### src/rtl/neuron_state_mem_if.sv
// Bus bundle for neuron_state_mem: sweep control, status and per-bank read/write ports.
// Bank b occupies slice b of every packed bus.
interface neuron_state_mem_if #(
   parameter int NUM_BANKS     = 2,
   parameter int AW            = 6,
   parameter int VMEM_WIDTH    = 16,
   parameter int REF_CTR_WIDTH = 4
);
   logic                               i_clear;
   logic                               o_ready;
   logic                               o_drop;
   logic [NUM_BANKS-1:0]               i_wr_en;
   logic [NUM_BANKS*AW-1:0]            i_wr_addr;
   logic [NUM_BANKS*VMEM_WIDTH-1:0]    i_vmem_in;
   logic [NUM_BANKS*REF_CTR_WIDTH-1:0] i_ref_ctr_in;
   logic [NUM_BANKS-1:0]               i_rd_en;
   logic [NUM_BANKS*AW-1:0]            i_rd_addr;
   logic [NUM_BANKS*VMEM_WIDTH-1:0]    o_vmem_out;
   logic [NUM_BANKS*REF_CTR_WIDTH-1:0] o_ref_ctr_out;
   logic [NUM_BANKS-1:0]               o_rd_valid;

   modport master (
      output i_clear, i_wr_en, i_wr_addr, i_vmem_in, i_ref_ctr_in, i_rd_en, i_rd_addr,
      input  o_ready, o_drop, o_vmem_out, o_ref_ctr_out, o_rd_valid
   );

   modport slave (
      input  i_clear, i_wr_en, i_wr_addr, i_vmem_in, i_ref_ctr_in, i_rd_en, i_rd_addr,
      output o_ready, o_drop, o_vmem_out, o_ref_ctr_out, o_rd_valid
   );
endinterface

### src/rtl/neuron_state_mem.sv
// Banked LUTRAM neuron state store ({ref_ctr, vmem} per word) with an init sweep after reset/clear.
// Optional macro NEURON_STATE_MEM_WR_BYPASS_EN: same-address same-cycle write/read returns the new word.
module neuron_state_mem #(
   parameter int NUM_NEURONS   = 128,
   parameter int NUM_BANKS     = 2,
   parameter int VMEM_WIDTH    = 16,
   parameter int REF_CTR_WIDTH = 4,
   parameter int VMEM_INIT     = 0
) (
   input  logic               clk,
   input  logic               rst_n,
   neuron_state_mem_if.slave  bus
);
   localparam int DEPTH = NUM_NEURONS / NUM_BANKS;
   localparam int AW    = $clog2(DEPTH);
   localparam int SW    = VMEM_WIDTH + REF_CTR_WIDTH;
   localparam logic [SW-1:0] INIT_WORD = {{REF_CTR_WIDTH{1'b0}}, VMEM_WIDTH'(VMEM_INIT)};

   typedef enum logic [0:0] {
      ST_INIT = 1'b0,
      ST_RUN  = 1'b1
   } state_t;

   state_t          r_state;
   state_t          w_state_nxt;
   logic [AW-1:0]   r_cnt;
   logic [AW-1:0]   w_cnt_nxt;
   logic            r_ready;
   logic            r_drop;
   logic            w_run;
   logic            w_any_req;

   logic [VMEM_WIDTH-1:0]    w_vmem_q [NUM_BANKS];
   logic [REF_CTR_WIDTH-1:0] w_ref_q  [NUM_BANKS];
   logic [NUM_BANKS-1:0]     w_valid_q;
   logic [NUM_BANKS*VMEM_WIDTH-1:0]    w_vmem_pack;
   logic [NUM_BANKS*REF_CTR_WIDTH-1:0] w_ref_pack;

   assign w_run     = (r_state == ST_RUN);
   assign w_any_req = (|bus.i_wr_en) || (|bus.i_rd_en);

   // Next-state logic: sweep INIT over all addresses, then RUN until a clear request.
   always_comb begin
      w_state_nxt = r_state;
      w_cnt_nxt   = r_cnt;
      case (r_state)
         ST_INIT: begin
            if (bus.i_clear) begin
               w_cnt_nxt = {AW{1'b0}};
            end else if (r_cnt == AW'(DEPTH - 1)) begin
               w_state_nxt = ST_RUN;
               w_cnt_nxt   = {AW{1'b0}};
            end else begin
               w_cnt_nxt = r_cnt + AW'(1);
            end
         end
         ST_RUN: begin
            if (bus.i_clear) begin
               w_state_nxt = ST_INIT;
               w_cnt_nxt   = {AW{1'b0}};
            end else begin
               w_cnt_nxt = r_cnt;
            end
         end
         default: begin
            w_state_nxt = ST_INIT;
            w_cnt_nxt   = {AW{1'b0}};
         end
      endcase
   end

   // State, sweep counter and registered status outputs.
   always_ff @(posedge clk or negedge rst_n) begin
      if (!rst_n) begin
         r_state <= ST_INIT;
         r_cnt   <= {AW{1'b0}};
         r_ready <= 1'b0;
         r_drop  <= 1'b0;
      end else begin
         r_state <= w_state_nxt;
         r_cnt   <= w_cnt_nxt;
         r_ready <= (w_state_nxt == ST_RUN);
         r_drop  <= w_any_req && !r_ready;
      end
   end

   for (genvar b = 0; b < NUM_BANKS; b++) begin : g_bank
      (* ram_style = "distributed" *) logic [SW-1:0] r_mem [DEPTH];

      logic                     w_we;
      logic                     w_re;
      logic [AW-1:0]            w_wa;
      logic [AW-1:0]            w_ra;
      logic [SW-1:0]            w_wd;
      logic [SW-1:0]            w_rd_word;
      logic [VMEM_WIDTH-1:0]    r_vmem;
      logic [REF_CTR_WIDTH-1:0] r_ref;
      logic                     r_valid;

      assign w_we = w_run && bus.i_wr_en[b];
      assign w_re = w_run && bus.i_rd_en[b];
      assign w_wa = bus.i_wr_addr[b*AW +: AW];
      assign w_ra = bus.i_rd_addr[b*AW +: AW];
      assign w_wd = {bus.i_ref_ctr_in[b*REF_CTR_WIDTH +: REF_CTR_WIDTH],
                     bus.i_vmem_in[b*VMEM_WIDTH +: VMEM_WIDTH]};

`ifdef NEURON_STATE_MEM_WR_BYPASS_EN
      assign w_rd_word = (w_we && (w_wa == w_ra)) ? w_wd : r_mem[w_ra];
`else
      assign w_rd_word = r_mem[w_ra];
`endif

      // Storage write port: sweep word while initialising, user word while running.
      always_ff @(posedge clk) begin
         if (!w_run) begin
            r_mem[r_cnt] <= INIT_WORD;
         end else if (w_we) begin
            r_mem[w_wa] <= w_wd;
         end
      end

      // Registered read port; data holds when no read is issued.
      always_ff @(posedge clk or negedge rst_n) begin
         if (!rst_n) begin
            r_vmem  <= {VMEM_WIDTH{1'b0}};
            r_ref   <= {REF_CTR_WIDTH{1'b0}};
            r_valid <= 1'b0;
         end else begin
            r_valid <= w_re;
            if (w_re) begin
               r_vmem <= w_rd_word[VMEM_WIDTH-1:0];
               r_ref  <= w_rd_word[SW-1:VMEM_WIDTH];
            end
         end
      end

      assign w_vmem_q[b]  = r_vmem;
      assign w_ref_q[b]   = r_ref;
      assign w_valid_q[b] = r_valid;
   end

   // Pack per-bank read registers onto the shared output buses.
   always_comb begin
      w_vmem_pack = {(NUM_BANKS*VMEM_WIDTH){1'b0}};
      w_ref_pack  = {(NUM_BANKS*REF_CTR_WIDTH){1'b0}};
      for (int b = 0; b < NUM_BANKS; b++) begin
         w_vmem_pack[b*VMEM_WIDTH +: VMEM_WIDTH]      = w_vmem_q[b];
         w_ref_pack[b*REF_CTR_WIDTH +: REF_CTR_WIDTH] = w_ref_q[b];
      end
   end

   assign bus.o_ready       = r_ready;
   assign bus.o_drop        = r_drop;
   assign bus.o_vmem_out    = w_vmem_pack;
   assign bus.o_ref_ctr_out = w_ref_pack;
   assign bus.o_rd_valid    = w_valid_q;
endmodule

### src/flat_wrapper.sv
// flat-port wrapper written by rule: the top's interface ports become plain ports
module neuron_state_mem_flat 
#(
   parameter int NUM_NEURONS   = 128,
   parameter int NUM_BANKS     = 2,
   parameter int VMEM_WIDTH    = 16,
   parameter int REF_CTR_WIDTH = 4,
   parameter int VMEM_INIT     = 0
)
  (clk, rst_n, bus_i_clear, bus_i_wr_en, bus_i_wr_addr, bus_i_vmem_in, bus_i_ref_ctr_in, bus_i_rd_en, bus_i_rd_addr, bus_o_ready, bus_o_drop, bus_o_vmem_out, bus_o_ref_ctr_out, bus_o_rd_valid);
  neuron_state_mem_if #(.NUM_BANKS(NUM_BANKS), .VMEM_WIDTH(VMEM_WIDTH), .REF_CTR_WIDTH(REF_CTR_WIDTH)) bus_i ();
  input  logic clk;
  input  logic rst_n;
  input wire logic [$bits(bus_i.i_clear)-1:0] bus_i_clear;
  input wire logic [$bits(bus_i.i_wr_en)-1:0] bus_i_wr_en;
  input wire logic [$bits(bus_i.i_wr_addr)-1:0] bus_i_wr_addr;
  input wire logic [$bits(bus_i.i_vmem_in)-1:0] bus_i_vmem_in;
  input wire logic [$bits(bus_i.i_ref_ctr_in)-1:0] bus_i_ref_ctr_in;
  input wire logic [$bits(bus_i.i_rd_en)-1:0] bus_i_rd_en;
  input wire logic [$bits(bus_i.i_rd_addr)-1:0] bus_i_rd_addr;
  output wire logic [$bits(bus_i.o_ready)-1:0] bus_o_ready;
  output wire logic [$bits(bus_i.o_drop)-1:0] bus_o_drop;
  output wire logic [$bits(bus_i.o_vmem_out)-1:0] bus_o_vmem_out;
  output wire logic [$bits(bus_i.o_ref_ctr_out)-1:0] bus_o_ref_ctr_out;
  output wire logic [$bits(bus_i.o_rd_valid)-1:0] bus_o_rd_valid;
  assign bus_i.i_clear = bus_i_clear;
  assign bus_i.i_wr_en = bus_i_wr_en;
  assign bus_i.i_wr_addr = bus_i_wr_addr;
  assign bus_i.i_vmem_in = bus_i_vmem_in;
  assign bus_i.i_ref_ctr_in = bus_i_ref_ctr_in;
  assign bus_i.i_rd_en = bus_i_rd_en;
  assign bus_i.i_rd_addr = bus_i_rd_addr;
  assign bus_o_ready = bus_i.o_ready;
  assign bus_o_drop = bus_i.o_drop;
  assign bus_o_vmem_out = bus_i.o_vmem_out;
  assign bus_o_ref_ctr_out = bus_i.o_ref_ctr_out;
  assign bus_o_rd_valid = bus_i.o_rd_valid;
  neuron_state_mem #(.NUM_NEURONS(NUM_NEURONS), .NUM_BANKS(NUM_BANKS), .VMEM_WIDTH(VMEM_WIDTH), .REF_CTR_WIDTH(REF_CTR_WIDTH), .VMEM_INIT(VMEM_INIT)) u_core (.clk(clk), .rst_n(rst_n), .bus(bus_i));
endmodule
### config.mk
export PLATFORM = sky130hd
export DESIGN_NAME = neuron_state_mem_flat
export DESIGN_NICKNAME = d
export VERILOG_FILES = /design/src/rtl/neuron_state_mem_if.sv /design/src/rtl/neuron_state_mem.sv /design/src/flat_wrapper.sv
export SDC_FILE = /design/constraint.sdc
export NUM_CORES = 2
export LEC_CHECK = 0
export CORE_MARGIN = 1
export CORE_UTILIZATION = 60
export CTS_CLUSTER_DIAMETER = 100
export CTS_CLUSTER_SIZE = 24
export DETAILED_ROUTE_END_ITERATION = 10
export GPL_TIMING_DRIVEN = 0
export PLACE_DENSITY = 0.82
export RECOVER_POWER = 100
export SYNTH_ARGS = -nofsm -noshare
export SYNTH_HDL_FRONTEND = slang
export SYNTH_SLANG_ARGS = --single-unit
### constraint.sdc
create_clock -name clk -period 4.2 [get_ports clk]
set_input_delay 0.84 -clock clk [delete_from_list [all_inputs] [get_ports clk]]
set_output_delay 0.84 -clock clk [all_outputs]
set_load 0.005 [all_outputs]
==> Word-level counts from Yosys, hierarchy flattened <==
Memories as Yosys holds them, arrays and structs flattened. A register that Yosys moved wholly into a read port is not among the register bits.
Cells that the tools add are included.
{ "totals": {"regBits": 10, "latch_bits": 0, "ramBits": 2560, "rom_bits": 0, "out_inout_bits": 44, "word_cells": 45, "memories": 2} }
{ "mem_list": {"columns": ["name", "words", "word_bits", "rd", "rd_ports_with_merged_regs", "write_ports", "line", "text"], "rows": [
  ["u_core.g_bank[0].r_mem", 64, 20, 1, 1, 1, "neuron_state_mem.sv:88", "(* ram_style = \"distributed\" *) logic [SW-1:0] r_mem [DEPTH];"],
  ["u_core.g_bank[1].r_mem", 64, 20, 1, 1, 1, "neuron_state_mem.sv:88", null]
]} }
{ "op_classes": {"addsub": 1, "multipliers": 0, "div": 0, "order_cmp": 0, "eq_ne": 2, "shifts": 0, "n_mux": 21, "bitwise_logic": 1, "n_reduce_logical": 13} }
{ "ops": {"columns": ["op", "n"], "rows": [
  ["$mux 20", 2],
  ["$reduce_or 20->1", 2],
  ["$mux 6", 5],
  ["$mux 1", 12],
  ["$pmux 6 s2", 1],
  ["$add 6x1->6 const B", 1],
  ["$eq 6x6->1 const B", 1],
  ["$logic_and 1x1->1", 5],
  ["$reduce_or 2->1", 2],
  ["$logic_not 1->1", 3],
  ["$ne 2x2->1 const B", 1],
  ["$pmux 1 s2", 1],
  ["$logic_or 1x1->1", 1],
  ["$not 1->1", 1]
]} }

==> Depth between registers and ports, before layout <==
{ "logic_depth": {"ltp_word": 6, "mapped_depth": 10, "mapped_depth_nobuf": 6} }

==> Worst setup path after synthesis <==
OpenSTA, ideal clock, no wires.
{ "synth_timing": {"path_type": "input to register", "startpoint": "input port bus_i_wr_en[1]", "endpoint": "memory u_core.g_bank[1].r_mem[1][0] in the netlist's numbering (enable)", "setup_time_ns": 0.397, "arrival_ns": 2.889, "required_ns": 3.803, "path_slack_ns": 0.914, "cell_stages": 7, "n_path_buf": 2, "path_cell_list": "clkbuf_1 and2_1 buf_2 mux2i_1 or2_2 nand2b_1 nor2_1"} }
{ "synth_via": {"elab_chain_cells": 6, "elab_cells_between_ends": 7} }
{ "synth_rtl": {"columns": ["item", "line", "text"], "rows": [
  ["start: declaration", "flat_wrapper.sv:15", "input wire logic [$bits(bus_i.i_wr_en)-1:0] bus_i_wr_en;"],
  ["$logic_and 1x1->1 (*)", "neuron_state_mem.sv:100", "assign w_we = w_run && bus.i_wr_en[b];"],
  ["$mux 1 (*)", "neuron_state_mem.sv:117", "end else if (w_we) begin"],
  ["$mux 1 (*)", "neuron_state_mem.sv:115", "if (!w_run) begin"],
  ["$mux 1 (implied by the code) (*)", "neuron_state_mem.sv:118", "r_mem[w_wa] <= w_wd;"],
  ["$reduce_or 20->1 (no source line)", null, null],
  ["$mux 6 (no source line) / $mux 1 (equally long branches)", null, null],
  ["end: declaration", "neuron_state_mem.sv:88", null]
]} }
Mark *: on every way between the ends. The rest lies on a longest branch, timed or not.

==> flow_results.org <==
** GRT
- Number of antenna violations at the first check in global routing :: 17
- First-pass GRT wire length :: 368000 microns
- Summed over all layers, the global routing overflow is 0.
- Global Route Usage Sum :: 31.0%
- Pin count of the biggest net entering global routing :: 49
- Number of global-route vias before repair :: 52000

** Clocking
- TritonCTS sink count :: 2610
- Number of hold buffers added after cts :: 0
- Clock Tree Buf Depth :: 3
- The clock reaches the later pin of the worst-skew pair after 0.81 ns.
- The H-tree was split into 3 levels.
- CTS root buf :: sky130_fd_sc_hd__clkbuf_16
- Clock edge transition at the registers on the reported setup and hold paths :: 0.10 ns
- After clock tree synthesis, the setup repair step added 0 buffers.
- The number of clock buffers added by TritonCTS is 118.
- TritonCTS built the clock tree.

** Synthesis
- Warning count from the yosys run :: 0
- The synthesized netlist devotes 0.0175% of its cell area to XOR and XNOR gates.
- Summing the areas of all compound-gate instances in the mapped netlist gives 3.41% of the synthesized area.
- Mux share of post-synthesis cell area :: 14.5%
- Area share of the largest cell type after synthesis :: 76.8%
- Cell types with the largest area share after synthesis :: sky130_fd_sc_hd__edfxtp_1 (77%), sky130_fd_sc_hd__mux4_2 (11%), sky130_fd_sc_hd__mux2i_1 (3.7%)
- Number of synthesized flops with an enable pin :: 2560
- Simple logic cell fraction of the synthesized area :: 2.54%
- After synthesis the cells add up to 100000 sq um.
- The synthesized design spends more area on one cell type than any other, namely sky130_fd_sc_hd__edfxtp_1.
- Portion of the post-synthesis area used by sequential elements :: 78.1%
- Of the total synthesized cell area, the portion taken by full adders, half adders and majority gates is 0.0125%.
- Syn Nets :: 4763
- By area, the combinational part of the netlist is dominated by multiplexers.
- Main flop type after synthesis :: sky130_fd_sc_hd__edfxtp_1
- After synthesis, the mean cell area works out to 21.3 sq um.
- Synthesis instantiated 43 different standard cells from the library.
- Of all flip-flops after synthesis, the portion carrying an async set or reset was 1.92%.
- Synthesized instance count :: 4691
- Seq cells post-synth :: 2610

** Route
- After detailed routing, the average wire length per cell comes to 35.5 microns.
- Post-route ant nets :: 0
- Average via count per standard cell :: 7.14
- In this run, the number of DRC markers left after iteration 0 of detailed routing was 8550.
- The routed layout has 52600 vias.
- Drt drc :: 7
- Final routed wirelength across all metal layers :: 261000 microns
- For this run, the detailed router's first-pass iteration total came to 11.

** Setup path
- In this run the critical register-to-register path is captured at u_core.g_bank[1].r_mem[21][5]$_DFFE_PP_.
- Of all nets on the critical path, the largest fanout is 10.
- Reg2reg start :: u_core.r_state$_DFF_PN0_
- Endpoint required time on the critical path :: 4.90 ns
- The critical path in this run is classified as primary input to register.
- Crit start category :: primary input
- Arrival time reported for the critical path endpoint :: 5.20 ns
- Setup slack on the worst reg-to-reg path comes out at -0.19 ns.
- Crit. End Element :: register
- The worst register-to-register path has a depth of 7.

** Finish
- Relative to the synthesized area, the layout overhead comes to 9.18%.
- Post-layout net count :: 5160
- Fill cell instance count of the final layout :: 10000
- Number of standard cells in the final layout excluding fillers :: 7362
- Measured on the finished design, the core utilization comes to 66.1%.
- The post-route netlist has 19.7% of its cells at a drive strength greater than 1.

** Die
- In this run the vertical extent of the chip is 410 microns.
- Initial Util :: 60.6%
- Std-Cell Rows :: 149
- From left edge to right edge, the die measures 410 microns.
- Core Region :: 165000 sq um
- The die covers 168000 sq um.
- Top-Level Pins :: 115

** Place
- Detailed Place HPWL :: 174000 microns
- At the end of routability-driven placement, the weighted congestion stood at 0.944.
- Port buffering added 107 buffers.
- Placed Instances :: 7157

** Timing
- Number of pins exceeding their max-slew limit in the final report :: 27
- On the final layout, the worst clock skew is 0.0319 ns.
- Measured against its own limit, the worst slew margin works out to -45.2%.
- Min Clock Period, post-route :: 4.50 ns
- Across all setup checks in the final design, the least slack found is -0.305 ns.
- Fin crit share :: 107%
- Derived from the worst setup path, the maximum achievable clock frequency is 222 MHz.
- Setup TNS :: -56.67 ns
- Setup repair after global routing could not meet its margin everywhere.
- Setup violations remaining at the end of the flow were counted as 1182.
- Actual transition at the worst max-transition pin :: 2.18 ns
- The number of hold violations in the final report is 0.

** Status
- Outcome :: finished with violations
- Failing checks :: DRC, capacitance limit, slew limit, setup timing

** Pwr
- After layout, the design draws a total of 43.2 mW.
- For this design the ratio of total power to cell area is 396 nW/um^2.
- Peak supply drop :: 0.486 mV
- The analysis attributes to cell leakage a power of 40.1 nW.

** Hold path
- Class of the most critical hold timing path :: primary input to asynchronous set/reset pin

** Flow run
- Max-Cap Viols :: 2
-- sequential cells by signal, indices dropped and copies added (netlist names) --
name and flops:
u_core.r_state 1, u_core.bus.o_drop 1, u_core.g_bank.r_ref 8, u_core.g_bank.r_mem 2560, u_core.g_bank.r_vmem 32, u_core.r_cnt 6
u_core.g_bank.r_valid 2
-- synthesized netlist by cell type, types with 3 or more instances --
cell	number
sky130_fd_sc_hd__buf_8	5
sky130_fd_sc_hd__nand2b_1	11
sky130_fd_sc_hd__o22ai_1	82
sky130_fd_sc_hd__a21oi_1	4
sky130_fd_sc_hd__nor2b_1	48
sky130_fd_sc_hd__dfrtp_1	50
sky130_fd_sc_hd__mux2i_1	366
sky130_fd_sc_hd__or3_1	42
sky130_fd_sc_hd__nand4_1	40
sky130_fd_sc_hd__nand2_1	38
sky130_fd_sc_hd__a221o_1	40
sky130_fd_sc_hd__and2_1	4
sky130_fd_sc_hd__edfxtp_1	2560
sky130_fd_sc_hd__nand3b_1	12
sky130_fd_sc_hd__buf_6	21
sky130_fd_sc_hd__nor4_1	3
sky130_fd_sc_hd__a22oi_1	240
sky130_fd_sc_hd__nor2_1	148
sky130_fd_sc_hd__buf_2	97
sky130_fd_sc_hd__nand3_1	91
sky130_fd_sc_hd__or3b_2	4
sky130_fd_sc_hd__o21ai_0	10
sky130_fd_sc_hd__mux4_2	480
sky130_fd_sc_hd__inv_1	3
sky130_fd_sc_hd__clkbuf_1	115
sky130_fd_sc_hd__and3_1	43
sky130_fd_sc_hd__a211oi_1	76
sky130_fd_sc_hd__buf_4	22
sky130_fd_sc_hd__buf_1	16
-- timing repair --
action | CTS | global route
setup endpoints to repair | 640 | 256
gates resized for setup | 2 | 22
pin swaps | 0 | 0
-- worst max-delay path by stage --
stage	start	endpoint	slack [ns]	cells after the start
final	bus_i_rd_addr[8]	u_core.g_bank[1].r_vmem[5]$_DFFE_PN0P_	-0.30	9
after global placement	u_core.r_state$_DFF_PN0_	u_core.g_bank[1].r_mem[14][10]$_DFFE_PP_	-1.64	5
after detailed placement	bus_i_rd_addr[8]	u_core.g_bank[1].r_vmem[7]$_DFFE_PN0P_	-0.81	9
after floorplan	bus_i_wr_en[1]	u_core.g_bank[1].r_mem[1][0]$_DFFE_PP_	0.91	7
after CTS	bus_i_rd_addr[8]	u_core.g_bank[1].r_vmem[7]$_DFFE_PN0P_	0.01	9
after global routing	u_core.r_state$_DFF_PN0_	u_core.g_bank[0].r_mem[10][16]$_DFFE_PP_	-0.16	7
-- area by class of cell --
| type | instances | area (sq um) | share of cell area [%] |
|---|---|---|---|
| antenna | 5 | 12.5 | 0.0115 |
| sequential | 2610 | 78100 | 71.5 |
| multi-input combinational | 1802 | 20700 | 18.9 |
| timing repair buffer | 277 | 2880 | 2.63 |
| buffer | 276 | 1460 | 1.33 |
| clock inverter | 4 | 48.8 | 0.0447 |
| tap | 2189 | 2740 | 2.51 |
| clock buffer | 196 | 3310 | 3.03 |
| inverter | 3 | 11.3 | 0.0103 |
-- power by group --
part	internal, mW	leakage, nW	switching (mW)
sequential	28.3	29.2	0.0440
clock	5.41	1.60	7.72
combinational	0.606	9.25	1.16
total	34.3	40.1	8.93
-- worst max-delay path, cell delays in order --
cell                              delay [ns]
sky130_fd_sc_hd__clkdlybuf4s50_1        0.54
sky130_fd_sc_hd__clkbuf_2               0.34
sky130_fd_sc_hd__clkbuf_2               0.54
sky130_fd_sc_hd__clkbuf_2               0.57
sky130_fd_sc_hd__clkbuf_2               0.38
sky130_fd_sc_hd__mux4_2                 0.35
sky130_fd_sc_hd__a22oi_1                0.50
sky130_fd_sc_hd__nand4_1                0.61
sky130_fd_sc_hd__a221o_1                0.52
-- layer usage --
layer / global-route usage (%) / wire (microns) / vias up
met5: 0 / 128 / -
met4: 15.6 / 16500 / 18
met3: 7.86 / 32900 / 816
met2: 49.6 / 125000 / 4468
met1: 39.7 / 86700 / 26900
li1: - / - / 20400
-- metrics by stage --
step	instance area (sq um)	worst slack, ns	hold WS [ns]
after global routing	109000	-0.159	0.433
after global placement	104000	-1.64	0.504
final	109000	-0.305	0.353
after floorplan	100000	0.914	0.505
after CTS	111000	0.0145	0.0177
after detailed placement	107000	-0.807	0.503
-- cell usage in the layout (no fill, tap or decap), drive strengths merged, types with 42 or more instances in the layout --
master         synthesis  routed
buf                  161     254
nor2b                 48      48
a22oi                240     240
dlygate4sd3            0      43
o22ai                 82      82
clkdlybuf4s50          0      63
clkbuf               115     389
nand3                 91      91
or3                   42      42
edfxtp              2560    2560
a211oi                76      76
mux4                 480     480
nor2                 148     148
mux2i                366     366
and3                  43      43
dfrtp                 50      50
-- cell families after synthesis --
family | after synthesis
XOR/XNOR | 2
adder cells (fa/ha/maj) | 1
AO/OA/AOI/OAI | 459
buffers and inverters | 279
flip-flops | 2610
AND/OR/NAND/NOR | 492
multiplexers | 848
No activity file was read; power rests on OpenSTA's default activity.
